[config.mk]
export PLATFORM = sky130hd
export DESIGN_NAME = axi_slave_arbiter
export DESIGN_NICKNAME = d
export VERILOG_FILES = /design/src/rtl/axi_slave_arbiter.sv
export SDC_FILE = /design/constraint.sdc
export NUM_CORES = 1
export LEC_CHECK = 0
export CAP_MARGIN = 25
export CORE_MARGIN = 4
export CORE_UTILIZATION = 22
export DETAILED_ROUTE_END_ITERATION = 8
export GPL_TIMING_DRIVEN = 0
export PLACE_DENSITY = 0.88
export SYNTH_ARGS = -nofsm -noshare
export SYNTH_HDL_FRONTEND = slang
export SYNTH_SLANG_ARGS = --single-unit
[constraint.sdc]
create_clock -name clk -period 1.74 [get_ports clk]
set_input_delay 0.261 -clock clk [delete_from_list [all_inputs] [get_ports clk]]
set_output_delay 0.261 -clock clk [all_outputs]
set_load 0.05 [all_outputs]
[src/rtl/axi_slave_arbiter.sv]
// Two-master arbiter in front of a single-transaction AXI register slave.
// One grant covers a whole burst; round-robin between masters, read before write.
module axi_slave_arbiter #(
    parameter int unsigned ADDR_W  = 5,
    parameter int unsigned DATA_W  = 16,
    parameter int unsigned TIMEOUT = 255
) (
    input  logic              clk,
    input  logic              res,
    // master 0
    input  logic              m0_arvalid,
    input  logic [ADDR_W-1:0] m0_araddr,
    input  logic [3:0]        m0_arlen,
    input  logic [2:0]        m0_arsize,
    input  logic [1:0]        m0_arburst,
    output logic              m0_arready,
    input  logic              m0_awvalid,
    input  logic [ADDR_W-1:0] m0_awaddr,
    input  logic [3:0]        m0_awlen,
    input  logic [2:0]        m0_awsize,
    input  logic [1:0]        m0_awburst,
    output logic              m0_awready,
    input  logic              m0_wvalid,
    input  logic [DATA_W-1:0] m0_wdata,
    input  logic              m0_wlast,
    output logic              m0_wready,
    output logic [DATA_W-1:0] m0_rdata,
    output logic [1:0]        m0_rresp,
    output logic              m0_rlast,
    output logic              m0_rvalid,
    input  logic              m0_rready,
    output logic              m0_bvalid,
    output logic [1:0]        m0_bresp,
    input  logic              m0_bready,
    // master 1
    input  logic              m1_arvalid,
    input  logic [ADDR_W-1:0] m1_araddr,
    input  logic [3:0]        m1_arlen,
    input  logic [2:0]        m1_arsize,
    input  logic [1:0]        m1_arburst,
    output logic              m1_arready,
    input  logic              m1_awvalid,
    input  logic [ADDR_W-1:0] m1_awaddr,
    input  logic [3:0]        m1_awlen,
    input  logic [2:0]        m1_awsize,
    input  logic [1:0]        m1_awburst,
    output logic              m1_awready,
    input  logic              m1_wvalid,
    input  logic [DATA_W-1:0] m1_wdata,
    input  logic              m1_wlast,
    output logic              m1_wready,
    output logic [DATA_W-1:0] m1_rdata,
    output logic [1:0]        m1_rresp,
    output logic              m1_rlast,
    output logic              m1_rvalid,
    input  logic              m1_rready,
    output logic              m1_bvalid,
    output logic [1:0]        m1_bresp,
    input  logic              m1_bready,
    // slave port
    output logic              s_arvalid,
    output logic [ADDR_W-1:0] s_araddr,
    output logic [3:0]        s_arlen,
    output logic [2:0]        s_arsize,
    output logic [1:0]        s_arburst,
    input  logic              s_arready,
    output logic              s_awvalid,
    output logic [ADDR_W-1:0] s_awaddr,
    output logic [3:0]        s_awlen,
    output logic [2:0]        s_awsize,
    output logic [1:0]        s_awburst,
    input  logic              s_awready,
    output logic              s_wvalid,
    output logic [DATA_W-1:0] s_wdata,
    output logic              s_wlast,
    input  logic              s_wready,
    input  logic [DATA_W-1:0] s_rdata,
    input  logic [1:0]        s_rresp,
    input  logic              s_rlast,
    input  logic              s_rvalid,
    output logic              s_rready,
    input  logic              s_bvalid,
    input  logic [1:0]        s_bresp,
    output logic              s_bready,
    // status
    output logic              owner,
    output logic              busy,
    output logic              err_timeout
);

    typedef enum logic [1:0] {StIdle, StRd, StWr} state_e;

    state_e      state_q, state_d;
    logic        owner_q, owner_d;
    logic [7:0]  cnt_q, cnt_d;
    logic        err_q, err_d;
    logic        win;
    logic        slv_hs;

    // Request channels of the current owner
    logic              sel_arvalid, sel_awvalid, sel_wvalid, sel_wlast, sel_rready, sel_bready;
    logic [ADDR_W-1:0] sel_araddr, sel_awaddr;
    logic [3:0]        sel_arlen, sel_awlen;
    logic [2:0]        sel_arsize, sel_awsize;
    logic [1:0]        sel_arburst, sel_awburst;
    logic [DATA_W-1:0] sel_wdata;

    always_comb begin
        if (owner_q) begin
            sel_arvalid = m1_arvalid;  sel_araddr  = m1_araddr;  sel_arlen = m1_arlen;
            sel_arsize  = m1_arsize;   sel_arburst = m1_arburst;
            sel_awvalid = m1_awvalid;  sel_awaddr  = m1_awaddr;  sel_awlen = m1_awlen;
            sel_awsize  = m1_awsize;   sel_awburst = m1_awburst;
            sel_wvalid  = m1_wvalid;   sel_wdata   = m1_wdata;   sel_wlast = m1_wlast;
            sel_rready  = m1_rready;   sel_bready  = m1_bready;
        end else begin
            sel_arvalid = m0_arvalid;  sel_araddr  = m0_araddr;  sel_arlen = m0_arlen;
            sel_arsize  = m0_arsize;   sel_arburst = m0_arburst;
            sel_awvalid = m0_awvalid;  sel_awaddr  = m0_awaddr;  sel_awlen = m0_awlen;
            sel_awsize  = m0_awsize;   sel_awburst = m0_awburst;
            sel_wvalid  = m0_wvalid;   sel_wdata   = m0_wdata;   sel_wlast = m0_wlast;
            sel_rready  = m0_rready;   sel_bready  = m0_bready;
        end
    end

    // Slave-facing requests
    always_comb begin
        s_arvalid = 1'b0;  s_araddr = '0;  s_arlen = '0;  s_arsize = '0;  s_arburst = '0;
        s_awvalid = 1'b0;  s_awaddr = '0;  s_awlen = '0;  s_awsize = '0;  s_awburst = '0;
        s_wvalid  = 1'b0;  s_wdata  = '0;  s_wlast = 1'b0;
        s_rready  = 1'b0;  s_bready = 1'b0;
        if (state_q == StRd) begin
            s_arvalid = sel_arvalid;  s_araddr  = sel_araddr;  s_arlen = sel_arlen;
            s_arsize  = sel_arsize;   s_arburst = sel_arburst; s_rready = sel_rready;
        end
        if (state_q == StWr) begin
            s_awvalid = sel_awvalid;  s_awaddr  = sel_awaddr;  s_awlen = sel_awlen;
            s_awsize  = sel_awsize;   s_awburst = sel_awburst;
            s_wvalid  = sel_wvalid;   s_wdata   = sel_wdata;   s_wlast = sel_wlast;
            s_bready  = sel_bready;
        end
    end

    // Master-facing responses; the non-owner sees all zeros
    always_comb begin
        m0_arready = 1'b0;  m0_awready = 1'b0;  m0_wready = 1'b0;
        m0_rdata   = '0;    m0_rresp   = '0;    m0_rlast  = 1'b0;  m0_rvalid = 1'b0;
        m0_bvalid  = 1'b0;  m0_bresp   = '0;
        m1_arready = 1'b0;  m1_awready = 1'b0;  m1_wready = 1'b0;
        m1_rdata   = '0;    m1_rresp   = '0;    m1_rlast  = 1'b0;  m1_rvalid = 1'b0;
        m1_bvalid  = 1'b0;  m1_bresp   = '0;
        if (state_q == StRd) begin
            if (owner_q) begin
                m1_arready = s_arready;  m1_rdata = s_rdata;  m1_rresp = s_rresp;
                m1_rlast   = s_rlast;    m1_rvalid = s_rvalid;
            end else begin
                m0_arready = s_arready;  m0_rdata = s_rdata;  m0_rresp = s_rresp;
                m0_rlast   = s_rlast;    m0_rvalid = s_rvalid;
            end
        end
        if (state_q == StWr) begin
            if (owner_q) begin
                m1_awready = s_awready;  m1_wready = s_wready;
                m1_bvalid  = s_bvalid;   m1_bresp  = s_bresp;
            end else begin
                m0_awready = s_awready;  m0_wready = s_wready;
                m0_bvalid  = s_bvalid;   m0_bresp  = s_bresp;
            end
        end
    end

    // Grant and burst tracking
    always_comb begin
        state_d = state_q;
        owner_d = owner_q;
        win     = owner_q;
        unique case (state_q)
            StIdle: begin
                if ((m0_arvalid | m0_awvalid) | (m1_arvalid | m1_awvalid)) begin
                    if ((m0_arvalid | m0_awvalid) && (m1_arvalid | m1_awvalid)) begin
                        win = ~owner_q;
                    end else begin
                        win = m1_arvalid | m1_awvalid;
                    end
                    owner_d = win;
                    state_d = (win ? m1_arvalid : m0_arvalid) ? StRd : StWr;
                end
            end
            StRd: if (s_rvalid && s_rlast && s_rready) state_d = StIdle;
            StWr: if (s_bvalid && s_bready) state_d = StIdle;
            default: state_d = StIdle;
        endcase
    end

    // Any slave handshake counts as progress
    assign slv_hs = (s_arvalid & s_arready) | (s_awvalid & s_awready) | (s_wvalid & s_wready) |
                    (s_rvalid & s_rready) | (s_bvalid & s_bready);

    always_comb begin
        cnt_d = cnt_q;
        err_d = err_q;
        if (state_q == StIdle || slv_hs) begin
            cnt_d = '0;
        end else if (cnt_q != 8'hFF) begin
            cnt_d = cnt_q + 8'd1;
        end
        if (state_q != StIdle && cnt_q == 8'(TIMEOUT)) begin
            err_d = 1'b1;
        end
    end

    always_ff @(posedge clk) begin
        if (res) begin
            state_q <= StIdle;
            owner_q <= 1'b1;
            cnt_q   <= '0;
            err_q   <= 1'b0;
        end else begin
            state_q <= state_d;
            owner_q <= owner_d;
            cnt_q   <= cnt_d;
            err_q   <= err_d;
        end
    end

    assign owner       = owner_q;
    assign busy        = (state_q != StIdle);
    assign err_timeout = err_q;

endmodule
==> results.md <==
- Die Wd: approximately 95 µm
- Critical Path RT: between 1 and 1.5 ns
- Setup-failing EPs final: between 90 and 100
- Critical Path AT: 1.64 ns
- Flop pwr share: just under 9%
- Initial antenna violation count: 0
- Diodes inserted: 0
- Clock Skew: between 0.002 and 0.003 ns
- Most common cell in the netlist: nor2_1
- Layout Nets: between 600 and 700
- Critical Path Max Stage Delay: between 0.3 and 0.4 ns
- Switching pwr: 1.64 mW
- Clock power share: between 8 and 9%
- Worst Max-Slew Pin Slew: around 0.53 ns
- Async set or reset register ratio after synthesis: 0%
- CTS Buf Count: 3
- Synth Area in Compound Gates: 15.6%
- RSZ-0062 raised after global routing: true
- Max_slew headroom: between 60% and 70%
- Setup crit end kind: output pin
- Switching share of power: 45.8%
- CP bufs+invs: 5
- Worst Slack Setup Final: -0.158 ns
- Distinct cell type count after synthesis: 37
- Global-route wire length before repair: 15700 µm
- Max Slew Vio Count: 0
- Die area: slightly above 0.009 mm²
- Cell chosen for the clock root: clkbuf_8
- Post-Syn Instances: about 230
- Area of the multi-input gates: 0.00203 mm²
- Failing checks: negative setup slack
- Leakage: roughly 2.4 nW
- Register area: 249 µm²
- DR vias: ~3000
- Yosys warns: 0
- Area added between synthesis and finish: 242%
- Clock Sinks: 12
- CP Max Fanout: 7
- Yosys top cell area share: approximately 22%
- Synth top area cells: mux2i_1 (22%), and2_1 (15%), dfxtp_1 (14%)
- CP cell instances: buf_12 -> buf_12 -> nor2_4 -> buf_12 -> clkbuf_16 -> and2_4 -> buf_8
- Ys flop type: dfxtp_1
- Number of enable flip-flop cells after synthesis: 0
- I/O pins: 233
- Number of max-cap violations: 0
- CTS tree: yes
- Area of the mapped netlist: around 0.0017 mm²
- Pin count of the biggest net entering global routing: 11
- Top post-synthesis cells by count: nor2_1 (48), and2_1 (40), mux2i_1 (37)
- Post-synthesis sequential area ratio: 14.3%
- CP Class: reg -> out
- Power Dens Cells: about 620 mW/mm²
- Combinational power share: 82.3%
- Tot GR Track Use: between 20 and 25%
- Post-route minimum period: 1.90 ns
- Core area: between 0.007 and 0.008 mm²
- Drt first-iter violations: between 80 and 90
- CP max stage cell: dfxtp_4
- First-pass DRT Iterations: 4
- Clk_lat worst skew: 0.25 ns
- Fraction of synthesized area in multiplexers: 22.1%
- Avg Vias per Cell: 5.08
- Most frequent CP cell: buf_12
- Max IR drop VDD: 0.307 mV
- Die Ht: between 90 and 100 µm
- Final wirelength: 13200 µm
- Xor/xnor cell area share of the yosys netlist: between 1 and 1.5%
- Final Hold Vio Count: 0
- Cell family with most CP delay: buffers and inverters
- H-Tree Depth: 1
- Layout cell share with drive strength beyond 1: between 50% and 60%
- Largest family of logic cells by synthesized area: simple AND/OR/NAND/NOR gates
- Buffers added on ports: 232
- Outcome: finished, violations left
- Clock-pin slew on the worst setup and hold paths: 0.06 ns
- Synth Register Bits: 12
- Hold_ws: approximately 0.47 ns
- Dominant cell type by area after synthesis: mux2i_1
- DRC: 0
- Wirelength per Cell: ~22 µm
- Setup TNS: -8.31 ns
- Cell row count: 31
- DRT antenna net count: 0
- Adder-Cell Fraction of Synth Area: 0.745%
- Detail Placement HPWL: slightly below 9000 µm
- Hold Crit Class: reg -> reg
- Post-Synth Simple-Gate Area: a little under 40%
- Cell-internal power: approximately 1.9 mW
- Initial Util: 22.9%
- Synthesized Nets: between 300 and 400
- GRT overflow: 0
- Worst setup SP type: flip-flop
- Fillers: around 390
- Fmax: approximately 0.53 GHz
- Mapped Avg Cell Area: approximately 7.2 µm²
- Vias in the first global route: 2971
- Clk buf depth: 2
- Final GP Congestion: 0.775
- Final worst-path cycle share: 109%
- Tot Pwr: between 3 and 4 mW
- Final core occ: about four fifths
timing repair:
action | CTS | global route
gates resized for setup | 764 | 135
gates cloned | 3 | 3
hold buffers | 0 | 0
pin swaps | 10 | 13
endpoints found under the setup margin | 111 | 109
setup buffers | 11 | 16
flip-flops by register name, summed over array words and instances, names as in the netlist:
name / count
cnt_q: 8
err_timeout: 1
state_q: 2
owner: 1
stage by stage:
step | cell area [µm²] | instances | setup slack, ns
2_1_floorplan | 2070 | 234 | -0.130
3_3_place_gp | 4510 | 565 | -0.870
3_5_place_dp | 4510 | 565 | -0.914
4_1_cts | 5180 | 583 | -0.126
5_1_grt | 5730 | 600 | -0.186
6_report | 5730 | 600 | -0.158
path summary, 6_finish.rpt:
path / from / end / slack, ns / depth (start not counted)
setup / recovery: owner / m0_rdata[8] / -0.16 / 7
hold / removal: err_timeout / err_timeout / 0.47 / 2
setup reg to reg: owner / cnt_q[6] / -0.10 / 6
hold reg to reg: err_timeout / err_timeout / 0.47 / 2
power groups by stage:
stage / combinational [mW] / sequential (mW) / clock [mW]
final: 2.94 / 0.319 / 0.315
after global routing: 3.03 / 0.322 / 0.330
after CTS: 2.55 / 0.317 / 0.315
after detailed placement: 2.10 / 0.319 / 0
after global placement: 2.07 / 0.317 / 0
after floorplan: 1.31 / 0.328 / 0
cell type report:
type                            count  area share, %
Buffer                             17           4.78
Sequential cell                    12           4.34
Inverter                            4          0.327
Tap cell                           99           2.16
Multi-Input combinational cell    199           35.4
Clock buffer                        4          0.960
Timing Repair Buffer              265           52.0
placed cells by master, fill, tap and decap left out, types with 5 or more instances in the layout:
cell type / n
clkdlybuf4s50_1: 129
buf_8: 56
and2_4: 37
buf_6: 34
nor2_4: 29
buf_4: 26
mux2i_4: 17
nor2_1: 15
buf_12: 14
a22o_4: 11
mux2i_2: 11
and3_1: 11
mux2i_1: 9
dfxtp_1: 9
clkbuf_4: 9
buf_2: 6
clkbuf_16: 5
nand2_1: 5
per-layer routing:
layer  global-route usage [%]  vias to the layer above  share of wire, %
met5                        0                        -                 0
met4                     7.21                        0               4.2
met3                     6.08                       44               7.6
met2                     42.9                      182                56
met1                     23.8                     1466                32
li1                         -                     1356                 -
worst register-to-register path, cell delays in order (launching register included):
cell,delay (ns)
dfxtp_4,0.37
buf_12,0.13
buf_4,0.13
mux2i_4,0.25
o22ai_2,0.09
or4_4,0.62
a211oi_2,0.17
kinds of logic (layout without fill, tap and decap cells):
| group | Yosys count | in the layout |
|---|---|---|
| multiplexers | 37 | 37 |
| AND/OR/NAND/NOR | 125 | 125 |
| flip-flops | 12 | 12 |
| XOR/XNOR | 2 | 2 |
| AO/OA/AOI/OAI | 34 | 34 |
| buffers and inverters | 23 | 290 |
| adder cells (fa/ha/maj) | 1 | 1 |
No activity file was read; power rests on OpenSTA's default activity.
